## src/rtl/puf_challenge_sequencer_if.sv

```systemverilog
// puf_challenge_sequencer_if
//
// Groups the control, PUF-facing and result signals of the arbiter-PUF
// challenge sequencer into one bundle. Clock and reset stay outside.
//
//   start, abort     run control into the sequencer
//   seed             initial challenge (zero is remapped to 1)
//   challenge        challenge word presented to the PUF mux chain
//   puf_pulse        race launch edge into the PUF delay line
//   puf_response     raw arbiter output, asynchronous to the clock
//   busy, done       run status and one-cycle completion pulse
//   key, key_valid   voted response word and its valid flag
//   unstable_cnt     count of challenges whose votes were not unanimous
//
// slave  : the sequencer side
// master : the tile control / PUF model side
interface puf_challenge_sequencer_if #(
  parameter int C_LENGTH = 8,
  parameter int N_RESP   = 16,
  parameter int CNT_W    = $clog2(N_RESP + 1)
);
  logic                start;
  logic                abort;
  logic [C_LENGTH-1:0] seed;
  logic [C_LENGTH-1:0] challenge;
  logic                puf_pulse;
  logic                puf_response;
  logic                busy;
  logic                done;
  logic [N_RESP-1:0]   key;
  logic                key_valid;
  logic [CNT_W-1:0]    unstable_cnt;

  modport slave (
    input  start, abort, seed, puf_response,
    output challenge, puf_pulse, busy, done, key, key_valid, unstable_cnt
  );

  modport master (
    output start, abort, seed, puf_response,
    input  challenge, puf_pulse, busy, done, key, key_valid, unstable_cnt
  );
endinterface

```

## src/rtl/puf_challenge_sequencer.sv

```systemverilog
// puf_challenge_sequencer
//
// Challenge-side driver for the arbiter PUF. Each run walks N_RESP
// challenges produced by an LFSR. For every challenge it fires VOTES race
// pulses (SETTLE cycles low, SETTLE cycles high), samples the synchronized
// arbiter response at the end of each high phase, majority-votes the
// samples into one key bit and counts non-unanimous challenges.
//
// Ports:
//   clk     single clock, all state on the rising edge
//   rst     asynchronous, active-high reset
//   bus_if  slave side of puf_challenge_sequencer_if (control, PUF, results)
module puf_challenge_sequencer #(
  parameter int                  C_LENGTH  = 8,
  parameter int                  N_RESP    = 16,
  parameter int                  VOTES     = 5,
  parameter int                  SETTLE    = 4,
  parameter logic [C_LENGTH-1:0] LFSR_TAPS = 8'hB8
) (
  input  logic                      clk,
  input  logic                      rst,
  puf_challenge_sequencer_if.slave  bus_if
);

  localparam int PH_W   = $clog2(SETTLE);
  localparam int VOTE_W = $clog2(VOTES + 1);
  localparam int IDX_W  = (N_RESP > 1) ? $clog2(N_RESP) : 1;
  localparam int CNT_W  = $clog2(N_RESP + 1);

  typedef enum logic [2:0] {
    IDLE,
    ARM,
    FIRE,
    COMMIT,
    DONE
  } state_t;

  state_t              state_q;
  logic [C_LENGTH-1:0] challenge_q;
  logic                pulse_q;
  logic                busy_q;
  logic                done_q;
  logic                key_valid_q;
  logic [N_RESP-1:0]   key_q;
  logic [CNT_W-1:0]    unstable_q;
  logic [PH_W-1:0]     phase_q;
  logic [VOTE_W-1:0]   votes_q;
  logic [VOTE_W-1:0]   ones_q;
  logic [IDX_W-1:0]    index_q;
  logic                sync1_q;
  logic                sync2_q;

  logic [C_LENGTH-1:0] lfsr_d;
  logic [C_LENGTH-1:0] seed_d;
  logic [VOTE_W-1:0]   votes_d;
  logic [VOTE_W-1:0]   ones_d;
  logic                vote_bit_d;
  logic                unanimous_d;
  logic                phase_last_d;

  // The arbiter output is asynchronous; only sync2_q is ever looked at.
  always_ff @(posedge clk or posedge rst) begin
    if (rst) begin
      sync1_q <= 1'b0;
      sync2_q <= 1'b0;
    end else begin
      sync1_q <= bus_if.puf_response;
      sync2_q <= sync1_q;
    end
  end

  // A zero seed would lock the LFSR at zero forever, so it becomes 1.
  assign seed_d       = (bus_if.seed == '0) ? C_LENGTH'(1) : bus_if.seed;
  assign lfsr_d       = {challenge_q[C_LENGTH-2:0], ^(challenge_q & LFSR_TAPS)};
  assign votes_d      = votes_q + VOTE_W'(1);
  assign ones_d       = ones_q + VOTE_W'(sync2_q);
  assign vote_bit_d   = (ones_q > VOTE_W'(VOTES / 2));
  assign unanimous_d  = (ones_q == '0) || (ones_q == VOTE_W'(VOTES));
  assign phase_last_d = (phase_q == PH_W'(SETTLE - 1));

  // Sequencer FSM. All outputs are registered here so puf_pulse and
  // challenge never glitch; done is a default-low pulse raised only on
  // the COMMIT->DONE transition. DONE ignores abort so a finished run
  // always reports its completion.
  always_ff @(posedge clk or posedge rst) begin
    if (rst) begin
      state_q     <= IDLE;
      challenge_q <= '0;
      pulse_q     <= 1'b0;
      busy_q      <= 1'b0;
      done_q      <= 1'b0;
      key_valid_q <= 1'b0;
      key_q       <= '0;
      unstable_q  <= '0;
      phase_q     <= '0;
      votes_q     <= '0;
      ones_q      <= '0;
      index_q     <= '0;
    end else begin
      done_q <= 1'b0;
      if (bus_if.abort && (state_q != IDLE) && (state_q != DONE)) begin
        state_q     <= IDLE;
        pulse_q     <= 1'b0;
        busy_q      <= 1'b0;
        key_valid_q <= 1'b0;
        phase_q     <= '0;
      end else begin
        case (state_q)
          IDLE: begin
            if (bus_if.start && !bus_if.abort) begin
              challenge_q <= seed_d;
              key_q       <= '0;
              unstable_q  <= '0;
              key_valid_q <= 1'b0;
              votes_q     <= '0;
              ones_q      <= '0;
              index_q     <= '0;
              phase_q     <= '0;
              busy_q      <= 1'b1;
              state_q     <= ARM;
            end
          end
          ARM: begin
            if (phase_last_d) begin
              phase_q <= '0;
              pulse_q <= 1'b1;
              state_q <= FIRE;
            end else begin
              phase_q <= phase_q + PH_W'(1);
            end
          end
          FIRE: begin
            if (phase_last_d) begin
              phase_q <= '0;
              pulse_q <= 1'b0;
              ones_q  <= ones_d;
              votes_q <= votes_d;
              state_q <= (votes_d == VOTE_W'(VOTES)) ? COMMIT : ARM;
            end else begin
              phase_q <= phase_q + PH_W'(1);
            end
          end
          COMMIT: begin
            key_q[index_q] <= vote_bit_d;
            if (!unanimous_d) begin
              unstable_q <= unstable_q + CNT_W'(1);
            end
            challenge_q <= lfsr_d;
            ones_q      <= '0;
            votes_q     <= '0;
            if (index_q == IDX_W'(N_RESP - 1)) begin
              done_q      <= 1'b1;
              key_valid_q <= 1'b1;
              state_q     <= DONE;
            end else begin
              index_q <= index_q + IDX_W'(1);
              state_q <= ARM;
            end
          end
          DONE: begin
            busy_q  <= 1'b0;
            state_q <= IDLE;
          end
          default: begin
            state_q <= IDLE;
          end
        endcase
      end
    end
  end

  assign bus_if.challenge    = challenge_q;
  assign bus_if.puf_pulse    = pulse_q;
  assign bus_if.busy         = busy_q;
  assign bus_if.done         = done_q;
  assign bus_if.key          = key_q;
  assign bus_if.key_valid    = key_valid_q;
  assign bus_if.unstable_cnt = unstable_q;

endmodule

```

## src/flat_wrapper.sv

```systemverilog
// flat-port wrapper written by rule: the top's interface ports become plain ports
module puf_challenge_sequencer_flat 
#(
  parameter int                  C_LENGTH  = 8,
  parameter int                  N_RESP    = 16,
  parameter int                  VOTES     = 5,
  parameter int                  SETTLE    = 4,
  parameter logic [C_LENGTH-1:0] LFSR_TAPS = 8'hB8
)
  (clk, rst, bus_if_start, bus_if_abort, bus_if_seed, bus_if_puf_response, bus_if_challenge, bus_if_puf_pulse, bus_if_busy, bus_if_done, bus_if_key, bus_if_key_valid, bus_if_unstable_cnt);
  puf_challenge_sequencer_if #(.C_LENGTH(C_LENGTH), .N_RESP(N_RESP)) bus_if_i ();
  input  logic clk;
  input  logic rst;
  input wire logic [$bits(bus_if_i.start)-1:0] bus_if_start;
  input wire logic [$bits(bus_if_i.abort)-1:0] bus_if_abort;
  input wire logic [$bits(bus_if_i.seed)-1:0] bus_if_seed;
  input wire logic [$bits(bus_if_i.puf_response)-1:0] bus_if_puf_response;
  output wire logic [$bits(bus_if_i.challenge)-1:0] bus_if_challenge;
  output wire logic [$bits(bus_if_i.puf_pulse)-1:0] bus_if_puf_pulse;
  output wire logic [$bits(bus_if_i.busy)-1:0] bus_if_busy;
  output wire logic [$bits(bus_if_i.done)-1:0] bus_if_done;
  output wire logic [$bits(bus_if_i.key)-1:0] bus_if_key;
  output wire logic [$bits(bus_if_i.key_valid)-1:0] bus_if_key_valid;
  output wire logic [$bits(bus_if_i.unstable_cnt)-1:0] bus_if_unstable_cnt;
  assign bus_if_i.start = bus_if_start;
  assign bus_if_i.abort = bus_if_abort;
  assign bus_if_i.seed = bus_if_seed;
  assign bus_if_i.puf_response = bus_if_puf_response;
  assign bus_if_challenge = bus_if_i.challenge;
  assign bus_if_puf_pulse = bus_if_i.puf_pulse;
  assign bus_if_busy = bus_if_i.busy;
  assign bus_if_done = bus_if_i.done;
  assign bus_if_key = bus_if_i.key;
  assign bus_if_key_valid = bus_if_i.key_valid;
  assign bus_if_unstable_cnt = bus_if_i.unstable_cnt;
  puf_challenge_sequencer #(.C_LENGTH(C_LENGTH), .N_RESP(N_RESP), .VOTES(VOTES), .SETTLE(SETTLE), .LFSR_TAPS(LFSR_TAPS)) u_core (.clk(clk), .rst(rst), .bus_if(bus_if_i));
endmodule
```

## config.mk

```make
export PLATFORM = sky130hd
export DESIGN_NAME = puf_challenge_sequencer_flat
export DESIGN_NICKNAME = d
export VERILOG_FILES = /design/src/rtl/puf_challenge_sequencer_if.sv /design/src/rtl/puf_challenge_sequencer.sv /design/src/flat_wrapper.sv
export SDC_FILE = /design/constraint.sdc
export NUM_CORES = 1
export LEC_CHECK = 0
export CORE_MARGIN = 2
export CORE_UTILIZATION = 55
export DETAILED_ROUTE_END_ITERATION = 10
export PLACE_DENSITY = 0.83
export SLEW_MARGIN = 10
export SYNTH_ARGS = -nofsm -noshare
export SYNTH_HDL_FRONTEND = slang
export SYNTH_SLANG_ARGS = --single-unit
export TNS_END_PERCENT = 1
```

## constraint.sdc

```tcl
create_clock -name clk -period 2.8 [get_ports clk]
set_clock_uncertainty 0.1 [all_clocks]
set_input_delay 0.28 -clock clk [delete_from_list [all_inputs] [get_ports clk]]
set_output_delay 0.28 -clock clk [all_outputs]
set_load 0.05 [all_outputs]
```

==> impl_metrics.ini, run 1 <==
[logic_synthesis]
synth_top_area_cell = dfrtp_1
async_flop_share = 1.00
ys_ff_latch = 50
yosysWarnings = 0
synth_top_area_share = 0.489
synth.yosys.seq_area_share = 0.489
synth_cells = 280
synth_edf_count = 0
yosysUniqueCellTypes = 41
synth.avg_cell_area_um2 = 9.14
netlist_area_mm2 = 0.00256
synthFlopType = dfrtp_1
synth_area_leaders = dfrtp_1 49%, o21ai_0 9.8%, nand2_1 5.4%, ha_1 4.9%, a21oi_1 3.5%
synth_nets = 303

[pwr]
p_clk_frac = 0.178
p_per_area_mw_per_mm2 = 888
peakVddDrop_uv = 447
p_sw_frac = 0.438
p_int_mw = 1.58
p_comb_frac = 0.448
pwr-share-seq = 0.374
leakage_nw = 1.37
power_switching_mw = 1.23
power_mw = 2.81

[worst_setup_path]
slowest_delay_ns = 0.75
worstReg2RegEnd = u_core.bus_if.unstable_cnt[2]
crit_path_end_kind = flop
critical_path_class = flop to flop
critPathSlowestCell = nor3_1
r2r-start = u_core.state_q[1]
cp-start-kind = flop
cpLargestDelayFamily = simple AND/OR/NAND/NOR gates
cp_data_required_time_ns = 2.88
cp_cell_sequence = nor3_1 -> nor3_1 -> nor3b_1 -> mux2i_1
cp_data_arrival_time_ns = 2.20
ff2ff_path_depth = 4
cp_max_fo = 15
crit_top_cell = nor3_1
path_buf_inv = 0
reg2reg_slack_ns = 0.68

[timing]
tightest_slew_ns = 0.887
worst_slack_ns = 0.678
finalSetupTns_ns = 0
clock.fmax_mhz = 471
relSlewSlack = 0.404
post-route-period-util = 0.758
setup_viol = 0
fin_crit_ns = 2.12
hold_viol = 0
rsz0062_at_grt = no
final_max_slew_viol_count = 0

[finish]
n_antenna_cell = 0
syn2layout_area_growth_pct = 23.7
drive_gt1_frac = 0.0523
num-fill-cells = 342
fin_util = 0.717
final_nets = 347

[global_routing]
grt_use_total = 0.237
grt_pass1_wl_um = 9700
grt_max_degree = 51
grt_pass1_vias = 2090
antenna_found_initial = 0
overflow = 0

[clock_tree]
cts_buffers = 5
cts_tree = yes
cts_hold_buf = 0
worstSkewPairLatency_ns = 0.30
post_cts_resized = 0
clock_sinks = 50
clkTransAtPathRegs_ns = 0.09
postCtsSetupRepairBufs = 0
clockBufferDepth = 2
cts_htree_levels = 2
cts_root_buffer = clkbuf_8

[die]
die_y_um = 72.2
num_rows = 24
core_mm2 = 0.00441
die_area_mm2 = 0.00521
initial_core_util = 0.580
die_w_um = 72.2
num_io_pins = 46

[route]
ant_nets = 0
wl_um = 5590
vias_per_cell = 5.80
dr.first_iter.drc_count = 131
num_vias = 2187
post-route-drc-count = 0
dr.pass1.iters = 4
wl_per_cell_um = 14.8

[run]
drv_cap = 0

[placed_design]
pre_cts_ws_ns = 0.598
place.gp.congestion = 0.827
place_hpwl_um = 3890
io_buffer_count = 45

[outcome]
status = finished, final reports clean

[hold_path]
hold_path.class = input pin to asynchronous set/reset pin
## per-layer routing
metal | GRT usage | vias to the layer above | wire [µm]
li1 | - | 1079 | -
met1 | 0.330 | 1034 | 2520
met2 | 0.376 | 69 | 2690
met3 | 0.0500 | 5 | 324
met4 | 0.0734 | 0 | 51
met5 | 0 | - | 0
## registers in the layout, indices dropped and copies added (netlist names), 2 cells and up
| register | count |
|---|---|
| u_core.ones_q | 3 |
| u_core.phase_q | 2 |
| u_core.votes_q | 3 |
| u_core.bus_if.challenge | 8 |
| u_core.state_q | 3 |
| u_core.bus_if.unstable_cnt | 5 |
| u_core.index_q | 4 |
| u_core.bus_if.key | 16 |
## power groups by stage
stage                     clock network [mW]  logic [mW]  registers, mW
after floorplan                            0       0.662           1.29
after global placement                     0        1.22           1.05
after detailed placement                   0        1.24           1.06
after CTS                              0.510        1.26           1.05
after global routing                   0.533        1.38           1.08
final                                  0.499        1.26           1.05
## synthesized netlist by cell type, types with 3 or more instances
cell / instances
nand3_1: 6
and2_1: 3
a31oi_1: 10
nor2b_1: 5
nor2_1: 19
nand2b_1: 5
nor3b_1: 3
xor2_1: 5
o21a_1: 3
ha_1: 10
or4_1: 3
o21ai_0: 50
a21oi_1: 18
dfrtp_1: 50
nor3_1: 5
nand2_1: 37
inv_1: 8
o31ai_1: 3
clkbuf_1: 8
## final cells by class
| type | instances | area (µm²) | area share |
|---|---|---|---|
| sequential | 50 | 1250 | 0.395 |
| multi-input combinational | 210 | 1220 | 0.385 |
| timing repair buffer | 49 | 493 | 0.156 |
| clock buffer | 7 | 76.3 | 0.0241 |
| tap | 52 | 65.1 | 0.0206 |
| clock inverter | 1 | 30.0 | 0.00949 |
| inverter | 8 | 30.0 | 0.00949 |
## cell families after synthesis
logic type / count (synthesis) / synth area share
AO/OA/AOI/OAI: 99 / 0.222
flip-flops: 50 / 0.489
XOR/XNOR: 6 / 0.0205
AND/OR/NAND/NOR: 94 / 0.180
multiplexers: 1 / 0.00391
adder cells (fa/ha/maj): 10 / 0.0489
buffers and inverters: 20 / 0.0347
## worst min-delay path: cells and delay by family
family,cells,cell delay [ns]
buffers and inverters,3,0.73
## metrics by stage
| stage | hold WS (ns) | instances | cell area, µm² |
|---|---|---|---|
| 2_1_floorplan | 0.211 | 280 | 2560 |
| 3_3_place_gp | 0.232 | 369 | 3060 |
| 3_5_place_dp | 0.246 | 369 | 3060 |
| 4_1_cts | 0.243 | 377 | 3160 |
| 5_1_grt | 0.258 | 377 | 3160 |
| 6_report | 0.233 | 377 | 3160 |
## worst max-delay path by stage
stage          cells past startpoint  slack [ns]                       endpoint         startpoint
2_1_floorplan                      5        1.11  u_core.bus_if.unstable_cnt[0]  u_core.state_q[0]
3_3_place_gp                       5        0.70  u_core.bus_if.unstable_cnt[3]       bus_if_abort
3_5_place_dp                       5        0.60              u_core.index_q[3]       bus_if_abort
4_1_cts                            4        0.74  u_core.bus_if.unstable_cnt[2]  u_core.state_q[0]
5_1_grt                            4        0.54  u_core.bus_if.unstable_cnt[2]  u_core.state_q[1]
6_report                           4        0.68  u_core.bus_if.unstable_cnt[2]  u_core.state_q[1]
## cells in the final DEF, fill, tap and decap left out, types with 2 or more instances in the layout
cell,count
nor3_1,5
nand3b_1,2
nor4_1,2
or4_1,3
and2_1,3
xor2_1,5
nand3_1,6
nor3b_1,3
buf_4,3
inv_1,7
a32o_1,2
a22oi_1,2
clkbuf_1,2
a21o_1,2
o21a_1,3
clkdlybuf4s50_1,45
o21ai_0,50
nand2_1,37
nand2b_1,5
nor2b_1,5
a21oi_1,18
ha_1,10
a21boi_0,2
dfrtp_1,50
o31ai_1,3
nor2_1,19
clkbuf_8,5
a31oi_1,10
(Power assumes the default switching activity.)
==> run 2, diff against run 1 <==
Settings changed: CORE_UTILIZATION 55 to 47, PLACE_DENSITY 0.83 to 0.75.
Clock period 2.8 ns to 1.9 ns, I/O delays scaled along.
==> run 2 against run 1 <==
Total power up 55%. First-iteration DRC count decreased by 30%. Global-route usage shrank 3.1 points. Non-clock buffer count up 17. Utilization decreased by 7.0 points. Register-to-register slack worse by 0.56 ns. Wire length increased by 4.4%. Clock power is 52% higher. Largest cell class unchanged. Final cell count is 9.0% higher. Critical path depth decreased by 3.
==> impl_metrics.ini, run 2 (synthesis results as in run 1) <==
[outcome]
status = finished, final reports clean

[die]
num_rows = 26
die_y_um = 77.8
num_io_pins = 46
initial_core_util = 0.495
die_w_um = 77.8
die_area_mm2 = 0.00605
core_mm2 = 0.00517

[worst_setup_path]
slowest_delay_ns = 0.82
cp-start-kind = flop
critical_path_class = flop to output port
path_buf_inv = 1
cp_data_arrival_time_ns = 1.54
cp_max_fo = 5
cp_cell_sequence = clkdlybuf4s50_1
crit_path_end_kind = output port
critPathSlowestCell = clkdlybuf4s50_1
cpLargestDelayFamily = buffers and inverters
cp_data_required_time_ns = 1.61

[placed_design]
dpl.cell_count = 404
pre_cts_ws_ns = -0.0285
place_hpwl_um = 4210
place.gp.congestion = 0.875
dpl-instance-area_mm2 = 0.00322
io_buffer_count = 45

[route]
wl_per_cell_um = 14.2
dr.pass1.iters = 4
num_vias = 2243
wl_um = 5840
vias_per_cell = 5.46
ant_nets = 0
dr.first_iter.drc_count = 92
post-route-drc-count = 0

[finish]
drive_gt1_frac = 0.109
post-route-cell-area_mm2 = 0.00334
fin_util = 0.647
syn2layout_area_growth_pct = 30.7
final_cell_mix = 50 x o21ai_0, 50 x dfrtp_1, 44 x clkdlybuf4s50_1
fin_cells = 411
largest_reg_flops = 16
num-fill-cells = 436
final_nets = 364
n_antenna_cell = 0

[pwr]
leakage_nw = 1.48
peakVddDrop_uv = 706
p_per_area_mw_per_mm2 = 1300

[clock_tree]
cts_buffers = 5
clock_sinks = 50
cts_hold_buf = 0
clkTransAtPathRegs_ns = 0.08
post_cts_resized = 0
cts_htree_levels = 2
cts_root_buffer = clkbuf_8
postCtsSetupRepairBufs = 0
worstSkewPairLatency_ns = 0.30
cts_tree = yes
clockBufferDepth = 2

[global_routing]
grt_pass1_vias = 2137
antenna_found_initial = 0
grt_use_total = 0.207
grt_max_degree = 51
grt_pass1_wl_um = 10100
overflow = 0

[timing]
worst_slack_ns = 0.0701
setup_viol = 0
final_max_slew_viol_count = 0
tightest_slew_ns = 0.506
rsz0062_at_grt = no
relSlewSlack = 0.662
clock.fmax_mhz = 546
hold_viol = 0
post-route-period-util = 0.963
fin_hold_ws_ns = 0.140
fin_crit_ns = 1.83

[hold_path]
hold_path.class = input pin to asynchronous set/reset pin

[run]
drv_cap = 0
run 2: cell types whose count changed in the layout (fill, tap and decap cells not counted):
cell,change
buf_12,+1
buf_4,+16
clkbuf_1,-2
clkbuf_8,+1
clkdlybuf4s50_1,-1
dlymetal6s2s_1,+1
nor3_1,-1
nor3_2,+1
o21ai_1,-1
o21ai_2,+1
run 2: routing by layer:
| metal | routed length [µm] | share of wire | vias up | global-route usage |
|---|---|---|---|---|
| li1 | - | - | 1110 | - |
| met1 | 2740 | 0.47 | 1070 | 0.283 |
| met2 | 2780 | 0.48 | 57 | 0.336 |
| met3 | 258 | 0.044 | 6 | 0.0372 |
| met4 | 59 | 0.010 | 0 | 0.0589 |
| met5 | 0 | 0 | - | 0 |
run 2: per-stage QoR:
step / TNS (ns) / total power [mW]
after global routing: 0 / 4.66
final: 0 / 4.35
after global placement: 0 / 3.52
after CTS: 0 / 4.35
after floorplan: 0 / 2.88
after detailed placement: -0.0323 / 3.59
run 2: power by group:
| part | internal (mW) | switching, mW |
|---|---|---|
| combinational | 0.807 | 1.28 |
| clock | 0.421 | 0.336 |
| sequential | 1.27 | 0.235 |
run 2: worst paths after layout:
kind,startpoint,endpoint,slack [ns],cells after the start
hold / removal,rst,u_core.phase_q[1],0.14,3
setup reg to reg,u_core.state_q[1],u_core.bus_if.key[10],0.12,6
min in group clk,bus_if_puf_response,u_core.sync1_q,0.22,1
setup / recovery,u_core.bus_if.unstable_cnt[0],bus_if_unstable_cnt[0],0.07,1
hold reg to reg,u_core.sync1_q,u_core.sync2_q,0.26,0
max in group asynchronous,rst,u_core.bus_if.key[3],1.33,3
run 2: final cells by class:
class | count | area (µm²) | area share
sequential | 50 | 1250 | 0.374
tap | 70 | 87.6 | 0.0262
timing repair buffer | 66 | 636 | 0.190
clock buffer | 6 | 82.6 | 0.0247
inverter | 8 | 30.0 | 0.00898
clock inverter | 1 | 30.0 | 0.00898
multi-input combinational | 210 | 1230 | 0.367
==> run 3, diff against run 2 <==
Settings changed: CTS_CLUSTER_DIAMETER set to 80, MAX_ROUTING_LAYER set to met4.
==> run 3 against run 2 <==
Combinational power barely moved. Wire length barely moved. Fmax barely moved. Clock-buffer cell count unchanged. Critical path depth stayed put. First-iteration DRC count is 1.1% lower. Register-to-register slack about the same. Cell area is essentially flat. Highest routed layer unchanged. Hold slack improved by 0.00094 ns. Via count up 0.58%.
==> impl_metrics.ini, run 3 (synthesis results as in run 1) <==
[finish]
syn2layout_area_growth_pct = 30.6
fin_util = 0.646
n_antenna_cell = 0
drive_gt1_frac = 0.109
largest_reg_flops = 16
final_cell_mix = 50 x o21ai_0, 50 x dfrtp_1, 45 x clkdlybuf4s50_1
post-route-cell-area_mm2 = 0.00334
final_nets = 364

[timing]
clock.fmax_mhz = 547
relSlewSlack = 0.662
final_max_slew_viol_count = 0
fin_crit_ns = 1.83
tightest_slew_ns = 0.506
setup_viol = 0
rsz0062_at_grt = no
hold_viol = 0
post-route-period-util = 0.963

[worst_setup_path]
slowest_delay_ns = 0.82
critPathSlowestCell = clkdlybuf4s50_1
cp_data_arrival_time_ns = 1.54
cp_max_fo = 5
cpLargestDelayFamily = buffers and inverters
cp-start-kind = flop
cp_cell_sequence = clkdlybuf4s50_1
crit_path_end_kind = output port
cp_data_required_time_ns = 1.61
path_buf_inv = 1
critical_path_class = flop to output port

[route]
post-route-drc-count = 0
dr.first_iter.drc_count = 91
vias_per_cell = 5.49
dr.pass1.iters = 4
num_vias = 2256
wl_um = 5830
ant_nets = 0
wl_per_cell_um = 14.2

[clock_tree]
postCtsSetupRepairBufs = 0
clock_sinks = 50
clockBufferDepth = 2
cts_tree = yes
cts_root_buffer = clkbuf_8
clkTransAtPathRegs_ns = 0.08
worstSkewPairLatency_ns = 0.30
cts_buffers = 5
cts_htree_levels = 2

[outcome]
status = finished, final reports clean

[die]
initial_core_util = 0.495
num_io_pins = 46
core_mm2 = 0.00517
die_w_um = 77.8
die_area_mm2 = 0.00605
num_rows = 26
die_y_um = 77.8

[pwr]
peakVddDrop_uv = 706
p_per_area_mw_per_mm2 = 1300
leakage_nw = 1.46

[global_routing]
grt_pass1_wl_um = 10100
antenna_found_initial = 0
grt_util_met1 = 0.283
grt_most_used_layer = met2
overflow = 0
grt_use_total = 0.212
grt_pass1_vias = 2141
use_met3 = 0.0267
grt_max_degree = 51
use_met2 = 0.336

[placed_design]
place_hpwl_um = 4210
io_buffer_count = 45
dpl-instance-area_mm2 = 0.00322
place.gp.congestion = 0.890

[hold_path]
hold_path.class = input pin to asynchronous set/reset pin

[run]
drv_cap = 0
[run 3: final cells by class]
class                      instances  area [µm²]
tap                               70        87.6
timing repair buffer              66         633
multi-input combinational        210        1230
clock buffer                       6        82.6
clock inverter                     1        30.0
inverter                           8        30.0
sequential                        50        1250
fill                             436        1830
[run 3: final timing paths]
kind                                                from                      to  slack [ns]  depth (start not counted)
hold reg to reg                           u_core.sync1_q          u_core.sync2_q        0.26                          0
max in group asynchronous                            rst    u_core.bus_if.key[3]        1.33                          3
setup / recovery           u_core.bus_if.unstable_cnt[0]  bus_if_unstable_cnt[0]        0.07                          1
min in group clk                     bus_if_puf_response          u_core.sync1_q        0.22                          1
hold / removal                                       rst       u_core.phase_q[1]        0.14                          3
setup reg to reg                       u_core.state_q[1]   u_core.bus_if.key[10]        0.11                          6
[run 3: metal layers]
layer  share of wire  up-vias
met1            0.47     1077
met5               0        -
met4           0.014        0
met2            0.48       62
met3           0.041        7
li1                -     1110
[run 3: where the power goes]
part | switching, mW | internal, mW
Combinational | 1.28 | 0.808
Clock | 0.336 | 0.421
Sequential | 0.235 | 1.27
Total | 1.85 | 2.50
[run 3: repair_timing]
action | in CTS | in global routing
hold buffers | 0 | 0
endpoints found under the setup margin | 0 | 1
gates resized for setup | 0 | 2
[run 3: per-stage QoR]
| step | setup TNS [ns] | setup WS [ns] | power, mW | hold WS (ns) | cells |
|---|---|---|---|---|---|
| after floorplan | 0 | 0.209 | 2.88 | 0.121 | 280 |
| after global placement | 0 | 0.0153 | 3.52 | 0.236 | 404 |
| after detailed placement | -0.0323 | -0.0285 | 3.59 | 0.240 | 404 |
| after CTS | 0 | 0.0550 | 4.35 | 0.148 | 411 |
| after global routing | 0 | 0.00119 | 4.66 | 0.173 | 411 |
| final | 0 | 0.0710 | 4.35 | 0.141 | 411 |
